<file path="config.mk">
export PLATFORM = sky130hd
export DESIGN_NAME = fp_issue_queue
export DESIGN_NICKNAME = d
export VERILOG_FILES = /design/src/rtl/fp_issue_queue.sv
export SDC_FILE = /design/constraint.sdc
export NUM_CORES = 1
export LEC_CHECK = 0
export ABC_AREA = 1
export CORE_UTILIZATION = 46
export DETAILED_ROUTE_END_ITERATION = 12
export PLACE_DENSITY = 0.74
export SETUP_SLACK_MARGIN = 0.02
export SYNTH_ARGS = -nofsm -noshare
export SYNTH_HDL_FRONTEND = slang
export SYNTH_SLANG_ARGS = --single-unit
export TNS_END_PERCENT = 50
</file>
<file path="constraint.sdc">
create_clock -name clk -period 5.7 [get_ports clk]
set_input_delay 1.14 -clock clk [delete_from_list [all_inputs] [get_ports clk]]
set_output_delay 1.14 -clock clk [all_outputs]
set_load 0.05 [all_outputs]
</file>
<file path="src/rtl/fp_issue_queue.sv">
// Command FIFO and single-outstanding issue controller in front of float_alu.
// Commands are queued, issued one at a time, and their results are held on a valid/ready port.
module fp_issue_queue #(
    parameter int DEPTH = 4,
    parameter int PTR_W = 2
) (
    input  logic             clk,
    input  logic             rst_n,
    input  logic             cmd_valid,
    output logic             cmd_ready,
    input  logic [31:0]      cmd_a,
    input  logic [31:0]      cmd_b,
    input  logic [2:0]       cmd_op,
    input  logic             cmd_round,
    input  logic             cmd_fp,
    output logic             alu_start,
    output logic [31:0]      alu_op_a,
    output logic [31:0]      alu_op_b,
    output logic [2:0]       alu_op_code,
    output logic             alu_round_mode,
    output logic             alu_mode_fp,
    output logic             alu_ready_in,
    input  logic             alu_ready_out,
    input  logic             alu_valid_out,
    input  logic [31:0]      alu_result,
    input  logic [4:0]       alu_flags,
    output logic             rsp_valid,
    input  logic             rsp_ready,
    output logic [31:0]      rsp_result,
    output logic [4:0]       rsp_flags,
    output logic [4:0]       sticky_flags,
    input  logic             clear_flags,
    output logic [PTR_W:0]   count
);

    localparam logic [1:0] IDLE = 2'd0;
    localparam logic [1:0] WAIT = 2'd1;
    localparam logic [1:0] HOLD = 2'd2;

    localparam logic [PTR_W:0] FULL = (PTR_W+1)'(DEPTH);

    typedef struct packed {
        logic [31:0] a;
        logic [31:0] b;
        logic [2:0]  op;
        logic        rnd;
        logic        fp;
    } cmd_t;

    cmd_t             mem [DEPTH];
    cmd_t             head;
    logic [PTR_W-1:0] wr_ptr, rd_ptr;
    logic [1:0]       state;
    logic             push, pop, capture;

    // Ready and occupancy come from registered state only, so a pop never frees a full slot early.
    assign cmd_ready    = (count != FULL);
    assign alu_ready_in = (state == WAIT);
    assign head         = mem[rd_ptr];
    assign push         = cmd_valid && cmd_ready;
    assign pop          = (state == IDLE) && (count != '0) && alu_ready_out;
    // A result arriving while start is still high belongs to no issued op yet.
    assign capture      = (state == WAIT) && alu_valid_out && !alu_start;

    always_ff @(posedge clk) begin
        if (push) mem[wr_ptr] <= '{cmd_a, cmd_b, cmd_op, cmd_round, cmd_fp};
    end

    always_ff @(posedge clk or negedge rst_n) begin
        if (!rst_n) begin
            wr_ptr         <= '0;
            rd_ptr         <= '0;
            count          <= '0;
            state          <= IDLE;
            alu_start      <= 1'b0;
            alu_op_a       <= '0;
            alu_op_b       <= '0;
            alu_op_code    <= '0;
            alu_round_mode <= 1'b0;
            alu_mode_fp    <= 1'b0;
            rsp_valid      <= 1'b0;
            rsp_result     <= '0;
            rsp_flags      <= '0;
            sticky_flags   <= '0;
        end else begin
            if (push) wr_ptr <= wr_ptr + PTR_W'(1);
            if (pop)  rd_ptr <= rd_ptr + PTR_W'(1);
            if (push && !pop)      count <= count + (PTR_W+1)'(1);
            else if (pop && !push) count <= count - (PTR_W+1)'(1);

            alu_start <= 1'b0;
            case (state)
                IDLE: if (pop) begin
                    alu_op_a       <= head.a;
                    alu_op_b       <= head.b;
                    alu_op_code    <= head.op;
                    alu_round_mode <= head.rnd;
                    alu_mode_fp    <= head.fp;
                    alu_start      <= 1'b1;
                    state          <= WAIT;
                end
                WAIT: if (capture) begin
                    rsp_result <= alu_result;
                    rsp_flags  <= alu_flags;
                    rsp_valid  <= 1'b1;
                    state      <= HOLD;
                end
                HOLD: if (rsp_ready) begin
                    rsp_valid <= 1'b0;
                    state     <= IDLE;
                end
                default: state <= IDLE;
            endcase

            // A clear coinciding with a capture keeps only the new flags.
            if (capture)          sticky_flags <= clear_flags ? alu_flags : (sticky_flags | alu_flags);
            else if (clear_flags) sticky_flags <= '0;
        end
    end

endmodule

</file>
======== Word level (Yosys, flattened, before mapping) ========
Memory sizes are Yosys's and may differ from the RTL's. A register that Yosys moved wholly into a read port is not among the register bits.
Cells that the tools add are included.
word-level totals
  bits in writable memories ............... 276
  memories kept ........................... 1
  bits in registers ....................... 53
  input bits .............................. 113
cells by class
  mux-type cells .......................... 16
  $add $sub $neg .......................... 4
  bitwise gates (word level) .............. 1
  reduce and logical (&&, ||, !) cells .... 20
  equal/unequal tests ..................... 6
memory list
  memory  words  width  rd ports  clocked after memory_dff  write ports  line  source
  mem     4      69     1         1                         1            50    cmd_t mem [DEPTH];
operators with widths
  kind                 number
  $mux 5               3
  $logic_and 1x1->1    7
  $mux 1               6
  $mux 2               3
  $mux 3               2
  $pmux 2 s3           1
  $reduce_and 3->1     2
  $reduce_bool 2->1    3
  $or 5x5->5           1
  $add 2x1->2 const B  2
  $logic_not 1->1      4
  $ne 2x2->1 const B   2
  $reduce_and 2->1     2
  $add 3x1->3 const B  1
  $ne 3x3->1 const B   1
  $reduce_bool 3->1    1
  $sub 3x1->3 const B  1
  $eq 2x1->1 const B   1
  $eq 2x2->1 const B   1
  $logic_not 2->1      1
  $ne 2x1->1 const B   1
  $pmux 1 s2           1

======== Depth between registers and ports, before layout ========
  depth in word-level cells ............... 6
  depth in mapped cells ................... 14

======== Worst setup path after synthesis ========
Ideal clock, no wire load.
  kind .................................... register -> register
  start ................................... register count[0]
  end ..................................... memory mem[0][0] in the netlist's numbering, enable pin
  path slack .............................. 0.845 ns
  library setup time ...................... 0.497 ns
  data required time ...................... 5.203 ns
  cell stages (with the launch flop) ...... 5
  arrival ................................. 4.358 ns
  cell sequence ........................... dfrtp_1 > nor2_1 > nand2_1 > nand2_1 > nor2_1
on the way
  word-level cells in the longest chain between the ends .. 4
ends and longest elaborated chain
  element                       line  source
  from (decl)                   33    output logic [PTR_W:0] count
  from (signal assigned)        88    if (push && !pop) count <= count + (PTR_W+1)'(1);
  from (signal assigned)        89    else if (pop && !push) count <= count - (PTR_W+1)'(1);
  $ne 3x3->1                    57    assign cmd_ready = (count != FULL);
  net cmd_ready                 10    output logic cmd_ready,
  $logic_and 1x1->1             60    assign push = cmd_valid && cmd_ready;
  $mux 1                        66    if (push) mem[wr_ptr] <= '{cmd_a, cmd_b, cmd_op, cmd_round, cmd_fp};
  $mux 1 (not written as such)  66
  to (decl)                     50
The timed path passes the listed nets, and every way through them passes these cells.

======== Worst setup path in the final report ========
  start ................................... register state[1]
  end ..................................... output port alu_ready_in
on the way
  word-level cells in the longest chain between the ends .. 1
ends and longest elaborated chain
  element                 line  source
  from (decl)             53    logic [1:0] state;
  from (signal assigned)  74    state <= IDLE;
  from (signal assigned)  100   state <= WAIT;
  from (signal assigned)  106   state <= HOLD;
  $eq 2x1->1              58    assign alu_ready_in = (state == WAIT);
  to (decl)               22    output logic alu_ready_in,
No other way between the ends.

==> impl_metrics.csv <==
group,metric,value,unit
min_path,min_to,"alu_op_b[11]$_DFFE_PN0P_",
grt,grt_usage,0.1918,
worst_setup_path,crit_family,"buffers and inverters",
pwr,irDropWorstVdd,0.3411,mV
synthesis,synth.most_common_cell,"nand2_1",
pwr,switching_share,0.4030,
clocking,cts_buffers,40,
flow_run,drv_cap,0,
worst_setup_path,cp_cell_sequence,"inv_1, ha_1, clkdlybuf4s50_1",
timing,hold_ws,0.4766,ns
clocking,cts-hold-fix-buffers,0,
drt,drtIter0Drc,772,
synthesis,ys.flop_type,"edfxtp_1",
min_path,hold_class,"reg -> reg",
synthesis,yosys-top-cells-area,"edfxtp_1, dfrtp_1, nand2_1",
pwr,p_int,6.789,mW
floorplan,top_level_ports,231,
floorplan,die_area,34570,um^2
worst_setup_path,crit_fanout,3,
grt,overflow,0,
clocking,tritoncts,"yes",
synthesis,synthesis.nets,1471,
synthesis,synth_cell_types,21,
timing,hold_viol_final,0,
synthesis,netlist_area,15560,um^2
floorplan,die_w,185.9,um
worst_setup_path,regToRegStartpoint,"rd_ptr[0]$_DFFE_PN0P_",
clocking,cts_setup_buffers,0,
pwr,p_per_area,586.2,nW/um^2
final_layout,drive_gt1_frac,0.04956,
pwr,pwr-share-seq,0.390,
timing,min_period,3.187,ns
pwr,pwr-share-clk,0.219,
drt,wl_per_cell,16.26,um
clocking,cts_resized,0,
timing,max-slew-margin-rel,0.2467,
drt,dr_total_vias,10130,
drt,drt-pass1-iter-count,5,
final_layout,multiInputGateArea,3468,um^2
synthesis,synth_cells,1348,
min_path,min_from,"alu_op_b[11]$_DFFE_PN0P_",
pwr,p_comb_frac,0.392,
timing,rsz0062_at_grt,"false",
drt,drcViolationCount,0,
timing,fin_ws,2.513,ns
synthesis,netlist.top_cell.by_area,"edfxtp_1",
worst_setup_path,cpMaxStageDelayCell,"clkdlybuf4s50_1",
clocking,insertion_delay,0.53,ns
timing,setup-tns-final,0,ns
placement,preCtsSetupSlack,2.360,ns
drt,viasPerCell,4.970,
clocking,clockBufferDepth,3,
worst_setup_path,path_buf_inv,2,
worst_setup_path,reg2reg_slack,2.91,ns
final_layout,area_delta_synth_final,24.67,%
timing,tightest_slew,1.130,ns
synthesis,ys_seq_area_frac,0.7287,
floorplan,fp-row-count,66,
synthesis,post_synth_most_frequent_cells,"nand2_1, edfxtp_1, nor2_1",
synthesis,yosys.area.top_type_share,0.5326,
worst_setup_path,worstSetupPathType,"reg -> out",
timing,skew,0.01464,ns
synthesis,synth_area_per_cell,11.54,um^2
worst_setup_path,r2r_end,"alu_op_a[5]$_DFFE_PN0P_",
timing,final-setup-viol-count,0,
grt,grt_pass1_wl,51380,um
clocking,clock_sinks,398,
timing,drv_slew,0,
floorplan,core,32950,um^2
timing,post-route-period-util,0.5592,
grt,antenna_found_initial,8,
clocking,clk_pin_slew,0.05,ns
worst_setup_path,arrival,2.05,ns
timing,clock.fmax,313.8,MHz
floorplan,die_h,185.9,um
drt,routed_wl,33150,um
worst_setup_path,max_stage_delay,0.82,ns
synthesis,ys_warn_count,0,
placement,port_buffers,230,
outcome,status,"finished clean",
synthesis,synth-seq-cells,398,
min_path,hold_depth,2,
clocking,cts.htree.levels,2,
placement,dpl.hpwl,18960,um
worst_setup_path,worstSetupStartpointType,"flop",
grt,grt_pass1_vias,9816,
grt,grt_max_degree,116,
clocking,cts_root_buf,"clkbuf_16",
final_layout,nets,1685,
pwr,p_leak,7.969,nW
worst_setup_path,critPathCaptureType,"primary output",
final_layout,fin_area,19400,um^2
worst_setup_path,r2r_cells,7,
final_layout,seq_area,11350,um^2
placement,post_dp_cell_area,18140,um^2
drt,drtAntennaViolNets,0,
worst_setup_path,crit_required,4.56,ns
pwr,switchingPower,4.584,mW
floorplan,initial_core_util,0.4723,
final_layout,fillers,2557,
synthesis,synth_enable_flop_cells,276,
synthesis,async_reset_ff_frac,0.3065,
placement,gp_congestion,0.7352,
==> state kept, by name, indices dropped and copies added, names as in the netlist <==
register        count
alu_mode_fp         1
alu_op_a           32
alu_op_b           32
alu_op_code         3
alu_round_mode      1
alu_start           1
count               3
mem               276
rd_ptr              2
rsp_flags           5
rsp_result         32
rsp_valid           1
state               2
sticky_flags        5
wr_ptr              2
==> worst reg2reg max path, cell delays in order, from the launching register on <==
cell and delay (ns):
dfrtp_4 1.06, buf_4 1.00, nor2_1 0.19, nor2_1 0.13, o21ai_0 0.10, nand2_1 0.08, nand2_1 0.06, nand2_1 0.11
==> worst max path at each step <==
| stage | cells past startpoint | slack, ns | to | startpoint |
|---|---|---|---|---|
| detailed placement | 4 | 2.36 | mem[3][68]$_DFFE_PP_ | cmd_valid |
| CTS | 3 | 2.48 | alu_ready_in | state[1]$_DFFE_PN0P_ |
| floorplan | 4 | 0.85 | mem[0][0]$_DFFE_PP_ | count[0]$_DFFE_PN0P_ |
| global placement | 4 | 2.40 | mem[3][68]$_DFFE_PP_ | cmd_valid |
| global route | 3 | 2.43 | alu_ready_in | state[1]$_DFFE_PN0P_ |
| finish | 3 | 2.51 | alu_ready_in | state[1]$_DFFE_PN0P_ |
==> metal layers <==
layer	up-vias	share of wire	global-route usage
met4	12	0.022	0.06000
met3	65	0.080	0.04402
met5	-	0.0022	0
met1	4828	0.42	0.2429
met2	341	0.48	0.3263
li1	4882	-	-
==> per-stage QoR <==
stage / utilization / std cells / power, mW
floorplan: - / 1348 / 7.580
global placement: 0.5504 / 1962 / 8.872
detailed placement: 0.5504 / 1962 / 8.970
CTS: 0.5887 / 2036 / 11.49
global route: 0.5887 / 2036 / 12.06
finish: 0.5889 / 2038 / 11.37
==> final cells by class <==
| type | count | area share |
|---|---|---|
| Antenna cell | 2 | 0.0002579 |
| Clock buffer | 60 | 0.05965 |
| Clock inverter | 14 | 0.005352 |
| Inverter | 98 | 0.01896 |
| Multi-Input combinational cell | 783 | 0.1788 |
| Sequential cell | 398 | 0.5849 |
| Tap cell | 442 | 0.02850 |
| Timing Repair Buffer | 241 | 0.1236 |
==> power groups by stage <==
stage	clock network (mW)	logic (mW)	registers, mW
3_3_place_gp	0	4.41	4.46
2_1_floorplan	0	1.98	5.60
6_report	2.49	4.45	4.43
3_5_place_dp	0	4.48	4.49
5_1_grt	2.65	4.88	4.53
4_1_cts	2.54	4.51	4.44
==> cells in the final DEF (no fill, tap or decap), types with 2 or more instances in the layout <==
cell,synthesis,layout
nand2_1,469,468
edfxtp_1,276,276
clkdlybuf4s50_1,0,229
nor2_1,144,140
dfrtp_1,122,120
inv_1,97,96
o21ai_0,76,76
o211ai_1,69,69
clkbuf_16,0,41
clkbuf_1,16,13
buf_4,15,10
ha_1,9,9
clkinv_2,0,6
clkbuf_8,0,6
o22ai_1,5,5
nor2_4,0,4
nand3_1,4,4
xor2_1,3,3
clkinv_1,0,3
diode_2,0,2
inv_2,1,2
inv_6,0,2
clkinvlp_4,0,2
dfrtp_4,0,2
==> cell families after synthesis <==
kind of cell | count (synthesis) | share of synthesized area
flip-flops | 398 | 0.7287
AO/OA/AOI/OAI | 151 | 0.06006
buffers and inverters | 167 | 0.05081
AND/OR/NAND/NOR | 618 | 0.1496
adder cells (fa/ha/maj) | 10 | 0.008522
XOR/XNOR | 4 | 0.002252
Note: power is estimated with default switching activity, not from simulation.
